## src/rtl/kamikaze_instr_aligner_if.sv

```systemverilog
// Fetch bus, redirect and instruction-issue signals of the realignment buffer.
// master = aligner side; slave = fetch memory / decoder side.
interface kamikaze_instr_aligner_if;
  logic        flush_i;
  logic [31:0] flush_pc_i;
  logic        fetch_req_o;
  logic [31:0] fetch_addr_o;
  logic        fetch_gnt_i;
  logic        fetch_rvalid_i;
  logic [31:0] fetch_rdata_i;
  logic        instr_valid_o;
  logic        instr_ready_i;
  logic [31:0] instr_o;
  logic [31:0] instr_pc_o;
  logic        instr_compressed_o;

  modport master (
    input  flush_i, flush_pc_i, fetch_gnt_i, fetch_rvalid_i, fetch_rdata_i, instr_ready_i,
    output fetch_req_o, fetch_addr_o, instr_valid_o, instr_o, instr_pc_o, instr_compressed_o
  );

  modport slave (
    output flush_i, flush_pc_i, fetch_gnt_i, fetch_rvalid_i, fetch_rdata_i, instr_ready_i,
    input  fetch_req_o, fetch_addr_o, instr_valid_o, instr_o, instr_pc_o, instr_compressed_o
  );
endinterface

```

## src/rtl/kamikaze_instr_aligner.sv

```systemverilog
// Fetch realignment buffer: word fetches in, halfword-aligned instructions out.
// Define ALIGNER_RVC_EN to enable 16-bit parcels and straddling 32-bit instructions.
module kamikaze_instr_aligner #(
  parameter logic [31:0] RESET_PC = 32'h0000_0000,
  parameter int unsigned DEPTH    = 2
) (
  input logic clk_i,
  input logic rst_i,
  kamikaze_instr_aligner_if.master bus
);
  localparam int unsigned AW = $clog2(DEPTH);
  typedef logic [AW-1:0] ptr_t;
  typedef logic [AW:0]   cnt_t;
  localparam logic [AW+1:0] SUM_DEPTH = (AW+2)'(DEPTH);

`ifdef ALIGNER_RVC_EN
  localparam logic RESET_OFFSET = RESET_PC[1];
`else
  localparam logic RESET_OFFSET = 1'b0;
`endif
  localparam logic [31:0] RESET_IPC = {RESET_PC[31:2], RESET_OFFSET, 1'b0};

  logic [31:0] mem [DEPTH];
  ptr_t        rd_ptr, wr_ptr;
  cnt_t        count, outstanding, discard;
  logic        offset;
  logic [31:0] instr_pc, fetch_addr;

  logic [31:0] head, instr;
  logic        is_rvc, have_instr, valid, consume, pop, push, req, flush_offset;
  logic [31:0] flush_ipc;

  assign head = mem[rd_ptr];

`ifdef ALIGNER_RVC_EN
  ptr_t        rd_next;
  logic [31:0] next_word;
  logic [15:0] parcel;
  logic        unused_flush_bits;

  assign rd_next           = rd_ptr + ptr_t'(1);
  assign next_word         = mem[rd_next];
  assign flush_offset      = bus.flush_pc_i[1];
  assign unused_flush_bits = bus.flush_pc_i[0];

  // A 32-bit instruction in the upper half straddles into the following word.
  always_comb begin
    parcel     = offset ? head[31:16] : head[15:0];
    is_rvc     = (parcel[1:0] != 2'b11);
    instr      = head;
    have_instr = (count != '0);
    if (is_rvc) begin
      instr = {16'h0000, parcel};
    end else if (offset) begin
      instr      = {next_word[15:0], head[31:16]};
      have_instr = (count >= cnt_t'(2));
    end
  end
`else
  logic unused_flush_bits;

  assign flush_offset      = 1'b0;
  assign unused_flush_bits = ^bus.flush_pc_i[1:0];
  assign is_rvc            = 1'b0;
  assign instr             = head;
  assign have_instr        = (count != '0);
`endif

  assign flush_ipc = {bus.flush_pc_i[31:2], flush_offset, 1'b0};
  assign req       = !rst_i && !bus.flush_i &&
                     (({1'b0, count} + {1'b0, outstanding}) < SUM_DEPTH);
  assign valid     = !rst_i && !bus.flush_i && have_instr;
  assign consume   = valid && bus.instr_ready_i;
  assign pop       = consume && (!is_rvc || offset);
  assign push      = bus.fetch_rvalid_i && (discard == '0) && !bus.flush_i;

  assign bus.fetch_req_o        = req;
  assign bus.fetch_addr_o       = fetch_addr;
  assign bus.instr_valid_o      = valid;
  assign bus.instr_o            = instr;
  assign bus.instr_pc_o         = instr_pc;
  assign bus.instr_compressed_o = is_rvc;

  always_ff @(posedge clk_i) begin
    if (push) begin
      mem[wr_ptr] <= bus.fetch_rdata_i;
    end
  end

  // Responses still in flight at a redirect are counted into discard and dropped on return.
  always_ff @(posedge clk_i) begin
    if (rst_i) begin
      rd_ptr      <= '0;
      wr_ptr      <= '0;
      count       <= '0;
      outstanding <= '0;
      discard     <= '0;
      offset      <= RESET_OFFSET;
      instr_pc    <= RESET_IPC;
      fetch_addr  <= {RESET_PC[31:2], 2'b00};
    end else begin
      outstanding <= outstanding + cnt_t'(req && bus.fetch_gnt_i) - cnt_t'(bus.fetch_rvalid_i);
      if (bus.flush_i) begin
        rd_ptr     <= '0;
        wr_ptr     <= '0;
        count      <= '0;
        discard    <= outstanding - cnt_t'(bus.fetch_rvalid_i);
        offset     <= flush_offset;
        instr_pc   <= flush_ipc;
        fetch_addr <= {bus.flush_pc_i[31:2], 2'b00};
      end else begin
        if (req && bus.fetch_gnt_i) begin
          fetch_addr <= fetch_addr + 32'd4;
        end
        if (bus.fetch_rvalid_i && (discard != '0)) begin
          discard <= discard - cnt_t'(1);
        end
        if (push) begin
          wr_ptr <= wr_ptr + ptr_t'(1);
        end
        if (pop) begin
          rd_ptr <= rd_ptr + ptr_t'(1);
        end
        count <= count + cnt_t'(push) - cnt_t'(pop);
        if (consume) begin
          offset   <= offset ^ is_rvc;
          instr_pc <= instr_pc + (is_rvc ? 32'd2 : 32'd4);
        end
      end
    end
  end
endmodule

```

## src/flat_wrapper.sv

```systemverilog
// flat-port wrapper written by rule: the top's interface ports become plain ports
module kamikaze_instr_aligner_flat 
#(
  parameter logic [31:0] RESET_PC = 32'h0000_0000,
  parameter int unsigned DEPTH    = 2
)
  (clk_i, rst_i, bus_flush_i, bus_flush_pc_i, bus_fetch_gnt_i, bus_fetch_rvalid_i, bus_fetch_rdata_i, bus_instr_ready_i, bus_fetch_req_o, bus_fetch_addr_o, bus_instr_valid_o, bus_instr_o, bus_instr_pc_o, bus_instr_compressed_o);
  kamikaze_instr_aligner_if bus_i ();
  input logic clk_i;
  input logic rst_i;
  input wire logic [$bits(bus_i.flush_i)-1:0] bus_flush_i;
  input wire logic [$bits(bus_i.flush_pc_i)-1:0] bus_flush_pc_i;
  input wire logic [$bits(bus_i.fetch_gnt_i)-1:0] bus_fetch_gnt_i;
  input wire logic [$bits(bus_i.fetch_rvalid_i)-1:0] bus_fetch_rvalid_i;
  input wire logic [$bits(bus_i.fetch_rdata_i)-1:0] bus_fetch_rdata_i;
  input wire logic [$bits(bus_i.instr_ready_i)-1:0] bus_instr_ready_i;
  output wire logic [$bits(bus_i.fetch_req_o)-1:0] bus_fetch_req_o;
  output wire logic [$bits(bus_i.fetch_addr_o)-1:0] bus_fetch_addr_o;
  output wire logic [$bits(bus_i.instr_valid_o)-1:0] bus_instr_valid_o;
  output wire logic [$bits(bus_i.instr_o)-1:0] bus_instr_o;
  output wire logic [$bits(bus_i.instr_pc_o)-1:0] bus_instr_pc_o;
  output wire logic [$bits(bus_i.instr_compressed_o)-1:0] bus_instr_compressed_o;
  assign bus_i.flush_i = bus_flush_i;
  assign bus_i.flush_pc_i = bus_flush_pc_i;
  assign bus_i.fetch_gnt_i = bus_fetch_gnt_i;
  assign bus_i.fetch_rvalid_i = bus_fetch_rvalid_i;
  assign bus_i.fetch_rdata_i = bus_fetch_rdata_i;
  assign bus_i.instr_ready_i = bus_instr_ready_i;
  assign bus_fetch_req_o = bus_i.fetch_req_o;
  assign bus_fetch_addr_o = bus_i.fetch_addr_o;
  assign bus_instr_valid_o = bus_i.instr_valid_o;
  assign bus_instr_o = bus_i.instr_o;
  assign bus_instr_pc_o = bus_i.instr_pc_o;
  assign bus_instr_compressed_o = bus_i.instr_compressed_o;
  kamikaze_instr_aligner #(.RESET_PC(RESET_PC), .DEPTH(DEPTH)) u_core (.clk_i(clk_i), .rst_i(rst_i), .bus(bus_i));
endmodule
```

## config.mk

```make
export PLATFORM = sky130hd
export DESIGN_NAME = kamikaze_instr_aligner_flat
export DESIGN_NICKNAME = d
export VERILOG_FILES = /design/src/rtl/kamikaze_instr_aligner_if.sv /design/src/rtl/kamikaze_instr_aligner.sv /design/src/flat_wrapper.sv
export SDC_FILE = /design/constraint.sdc
export NUM_CORES = 1
export LEC_CHECK = 0
export BUFFER_PORTS_ARGS = -buffer_cell sky130_fd_sc_hd__buf_2
export CORE_UTILIZATION = 50
export CTS_CLUSTER_SIZE = 28
export DETAILED_ROUTE_END_ITERATION = 10
export GPL_ROUTABILITY_DRIVEN = 0
export GPL_TIMING_DRIVEN = 0
export PLACE_DENSITY = 0.77
export SLEW_MARGIN = 20
export SYNTH_ARGS = -nofsm -noshare
export SYNTH_HDL_FRONTEND = slang
export SYNTH_SLANG_ARGS = --single-unit
```

## constraint.sdc

```tcl
create_clock -name clk_i -period 6.54 [get_ports clk_i]
set_input_delay 1.962 -clock clk_i [delete_from_list [all_inputs] [get_ports clk_i]]
set_output_delay 1.962 -clock clk_i [all_outputs]
set_load 0.05 [all_outputs]
```

# Word level (Yosys, flattened, before mapping)
# Memories as Yosys holds them, arrays and structs flattened. A register that Yosys moved wholly into a read port is not among the register bits.
# Index checks and enable logic that the tools add are counted.
# classes
n_lt_le_gt_ge,1
reduce_logical,17
n_mux,10
n_addsub,11
# ops
cell,n
$mux 32,4
$add 32x3->32 const B,2
$reduce_bool 2->1,5
$logic_and 1x1->1,8
$sub 2x1->2,3
$add 2x1->2,2
$mux 1,4
$mux 2,2
$add 2x2->3,1
$lt 3x2->1 const B,1
$add 1x1->1 const B,2
$logic_not 1->1,2
$logic_not 2->1,1
$reduce_or 2->1,1
$sub 2x1->2 const B,1
# word_totals
output_inout_bits,99
in_bits,70
mem_count,1
mem_bits_rw,64
elab_cells,49
register_bits,72
# mem_list
memory,words,word_bits,read_ports,rd_clocked_by_memory_dff,wr,line_no,text
u_core.mem,2,32,1,1,1,kamikaze_instr_aligner.sv:23,logic [31:0] mem [DEPTH];

# Longest topological paths before layout
# logic_depth
depth_word,6
depth_mapped,10
mapped_depth_nobuf,9

# Least setup slack after synthesis
# Ideal clock, no wire load.
# synth_timing
kind,input to register
startpoint,input bus_flush_i
endpoint,memory u_core.mem[0][0] (enable)
required_time_ns,6.079
setup_slack_ns,1.279
path_stages,4
n_path_buf,3
setup_ns,0.461
t_arrival_ns,4.800
cell_sequence,buf_2 > clkbuf_1 > clkbuf_1 > nor3_1
# synth_between
elab_chain_len,4
# synth_rtl
element,line_no,text
from (decl),flat_wrapper.sv:11,input wire logic [$bits(bus_i.flush_i)-1:0] bus_flush_i;
$logic_not 1->1,kamikaze_instr_aligner.sv:75,assign push = bus.fetch_rvalid_i && (discard == '0) && !bus.flush_i;
$logic_and 1x1->1,kamikaze_instr_aligner.sv:75,
$mux 1,kamikaze_instr_aligner.sv:85,if (push) begin
$mux 1 (not written as such),kamikaze_instr_aligner.sv:86,mem[wr_ptr] <= bus.fetch_rdata_i;
to (decl),kamikaze_instr_aligner.sv:23,
# Every way passes these cells.

# Worst setup path after layout
# layout_timing
startpoint,input bus_flush_i
endpoint,output bus_instr_valid_o
# layout_between
elab_chain_len,3
# layout_rtl
element,line_no,text
$logic_not 1->1,kamikaze_instr_aligner.sv:72,assign valid = !rst_i && !bus.flush_i && have_instr;
$logic_and 1x1->1 (2 in series),kamikaze_instr_aligner.sv:72,
to (decl),flat_wrapper.sv:19,output wire logic [$bits(bus_i.instr_valid_o)-1:0] bus_instr_valid_o;
# Every way passes these cells.

==> reports/summary.txt <==
Vias per inst -> 5.81
1st-pass router iterations -> 5
CTS Hold Bufs -> 0
Synth-to-Final Area Change -> 25.0%
DRC viols -> 0
CTS Buf Count -> 17
Type of origin of the critical path -> input port
Pint -> 1480 uW
Largest family of logic cells by synthesized area -> simple AND/OR/NAND/NOR gates
WL/cell -> 18.2 um
Count of final setup violators -> 0
Clock power frac -> 39.4%
Core area -> 12,000 um2
Via count -> 5,349
Tmin final -> 5.20 ns
DP HPWL -> 12,200 um
Top-count cell post-synth -> dfxtp_1
Vias in the first global route -> 5,162
DP Area -> 7210 um2
CTS Root Buffer Type -> clkbuf_16
Die area -> 12,800 um2
Max-slew violations -> 0
Reg2Reg Depth -> 10
R2R Path End -> u_core.bus.fetch_addr_o[24]
Netlist cell types -> 59
CTS Sinks -> 133
Min-delay worst type -> flip-flop to flip-flop
Maximum vdd drop -> 0.167 mV
Hold WS -> 0.513 ns
IO Pins -> 169
CP Class -> input port to primary output
Post-synthesis mux area share -> 7.21%
Starting Density -> 51.4%
Synth Area in Adders -> 1.74%
Compound-Gate Fraction of Synth Area -> 12.6%
Xor/xnor share of the synthesized area -> 4.39%
Main flop type after synthesis -> dfxtp_1
Synth async-reset ratio -> 0%
Routed WL -> 16,800 um
Largest net degree at the start of global routing -> 33
FF+latch count, synth -> 133
Overflow after GRT -> 0
Arr. time, crit path -> 3.24 ns
Sw power -> 621 uW
R2R setup slack -> 3.94 ns
CTS tree -> done
Antenna violations before repair -> 0
Post-CTS Setup Inserts -> 0
Share of the synthesized area in the top cell type -> 31.1%
Post-layout nets -> 838
Htree depth -> 4
Logic pwr share -> 15.4%
Finished Layout Cells -> 920
Hold Startpoint -> u_core.rd_ptr
Synth Area in Simple Gates -> 16.9%
Synth Warn # -> 0
Share of the yosys chip area belonging to registers -> 53.5%
Mapped Cells -> 574
Max Fanout on Critical Path -> 10
Ratio of cells with drive above 1 in the final layout -> 33.1%
EDFF count, synth -> 64
Maximum clock path buffer count -> 2
Fmax -> 192 MHz
RSZ-0062 raised after global routing -> no
Max-cap violations -> 0
Leak -> 0.00300 uW
Max-slew headroom -> 48.8%
Final Hold Vio Count -> 0
Sequential share of power -> 45.2%
IO Port Bufs -> 160
Final ANT Viol Nets -> 0
Clk Latency, worst-skew pair -> 0.42 ns
Hold Crit Depth -> 2
Syn_area_per_cell -> 10.8 um2
Die height -> 113 um
Synthesized cell area -> 6180 um2
Net Sw Frac -> 29.5%
PwrDens -> 272 nW/um2
Worst EP required -> 4.58 ns
Top cell type by total area after synthesis -> edfxtp_1
GR Util All Layers -> 26.4%
Initial drt markers -> 433
First-pass GRT wire length -> 25,900 um
Die Wd -> 113 um
Cell row count -> 40
Synth area leaders -> edfxtp_1, dfxtp_1, mux2_2
Clk pin slew, worst setup/hold paths -> 0.06 ns
Least-Margin Pin Slew -> 0.767 ns
Worst Skew -> 0.00621 ns
Total placed cells including tap cells -> 888
Most frequent cells after synthesis -> dfxtp_1, edfxtp_1, nand2_1
Outcome -> finished clean
Resized cells post-CTS -> 0
Antenna Diode Count -> 0
Worst reg2reg path startpoint -> u_core.count[0]
Design area -> 7720 um2
Crit. End Element -> primary output
Final period util -> 79.5%
## area by class of cell
type / count / area [um2]
timing repair buffer: 163 / 823
multi-input combinational: 393 / 2670
inverter: 17 / 63.8
sequential: 133 / 3300
buffer: 35 / 159
tap: 147 / 184
clock buffer: 17 / 425
fill: 992 / 4290
clock inverter: 15 / 92.6
## per-stage QoR
step / TNS, ns / power, uW / setup WS (ns) / utilization, %
3_3_place_gp: -3.60 / 1280 / -0.114 / 59.8
4_1_cts: 0 / 2110 / 1.37 / 64.3
6_report: 0 / 2100 / 1.34 / 64.3
5_1_grt: 0 / 2170 / 1.30 / 64.3
2_1_floorplan: 0 / 1190 / 1.28 / -
3_5_place_dp: 0 / 1290 / 1.36 / 60.0
## routing by layer
layer / up-vias / GRT usage (%) / part of all wire [%]
met4: 0 / 12.9 / 3.1
met5: - / 0 / 0
met1: 2477 / 32.5 / 40
met2: 315 / 43.5 / 47
li1: 2513 / - / -
met3: 44 / 6.43 / 10
## cells in the final DEF, fill, tap and decap left out, types with 14 or more instances in the layout
master,instances
or3_1,14
a31oi_1,25
o21ai_0,18
nand2_1,47
clkbuf_16,17
clkbuf_1,22
buf_2,163
xor2_1,16
edfxtp_1,64
xnor2_1,15
nand4_1,26
mux2_2,36
nor2_1,34
dfxtp_1,69
a21oi_1,20
nand3_1,19
inv_1,14
## flip-flops by register name (all words and copies together), names as in the netlist, named ones only
signal	cells
u_core.mem	64
u_core.bus.fetch_addr_o	30
u_core.bus.instr_pc_o	30
u_core.count	2
u_core.discard	2
u_core.outstanding	2
u_core.rd_ptr	1
u_core.wr_ptr	1
## worst max-delay path, cell delays in order
cell and delay, ns:
buf_2 0.19, clkbuf_1 0.30, or2_1 0.36, nor2_1 0.13, buf_2 0.29
## power groups by stage
| stage | sequential [uW] | clock, uW | combinational, uW |
|---|---|---|---|
| CTS | 949 | 836 | 323 |
| detailed placement | 967 | 0 | 321 |
| global route | 955 | 874 | 343 |
| floorplan | 1040 | 0 | 151 |
| global placement | 966 | 0 | 313 |
| finish | 951 | 829 | 324 |
## worst max-delay path by stage
| stage | cells past startpoint | end | from |
|---|---|---|---|
| global placement | 4 | u_core.mem[0][4] | bus_flush_i |
| global route | 5 | bus_instr_valid_o | bus_flush_i |
| CTS | 5 | bus_instr_valid_o | bus_flush_i |
| finish | 5 | bus_instr_valid_o | bus_flush_i |
| floorplan | 4 | u_core.mem[0][0] | bus_flush_i |
| detailed placement | 5 | bus_instr_valid_o | bus_flush_i |
## cell families (layout without fill, tap and decap cells)
kind of cell | Yosys count | after routing
multiplexers | 40 | 40
buffers and inverters | 52 | 247
XOR/XNOR | 31 | 31
flip-flops | 133 | 133
other | 1 | 5
AO/OA/AOI/OAI | 121 | 121
adder cells (fa/ha/maj) | 8 | 8
AND/OR/NAND/NOR | 188 | 188
No activity file was read; power rests on OpenSTA's default activity.
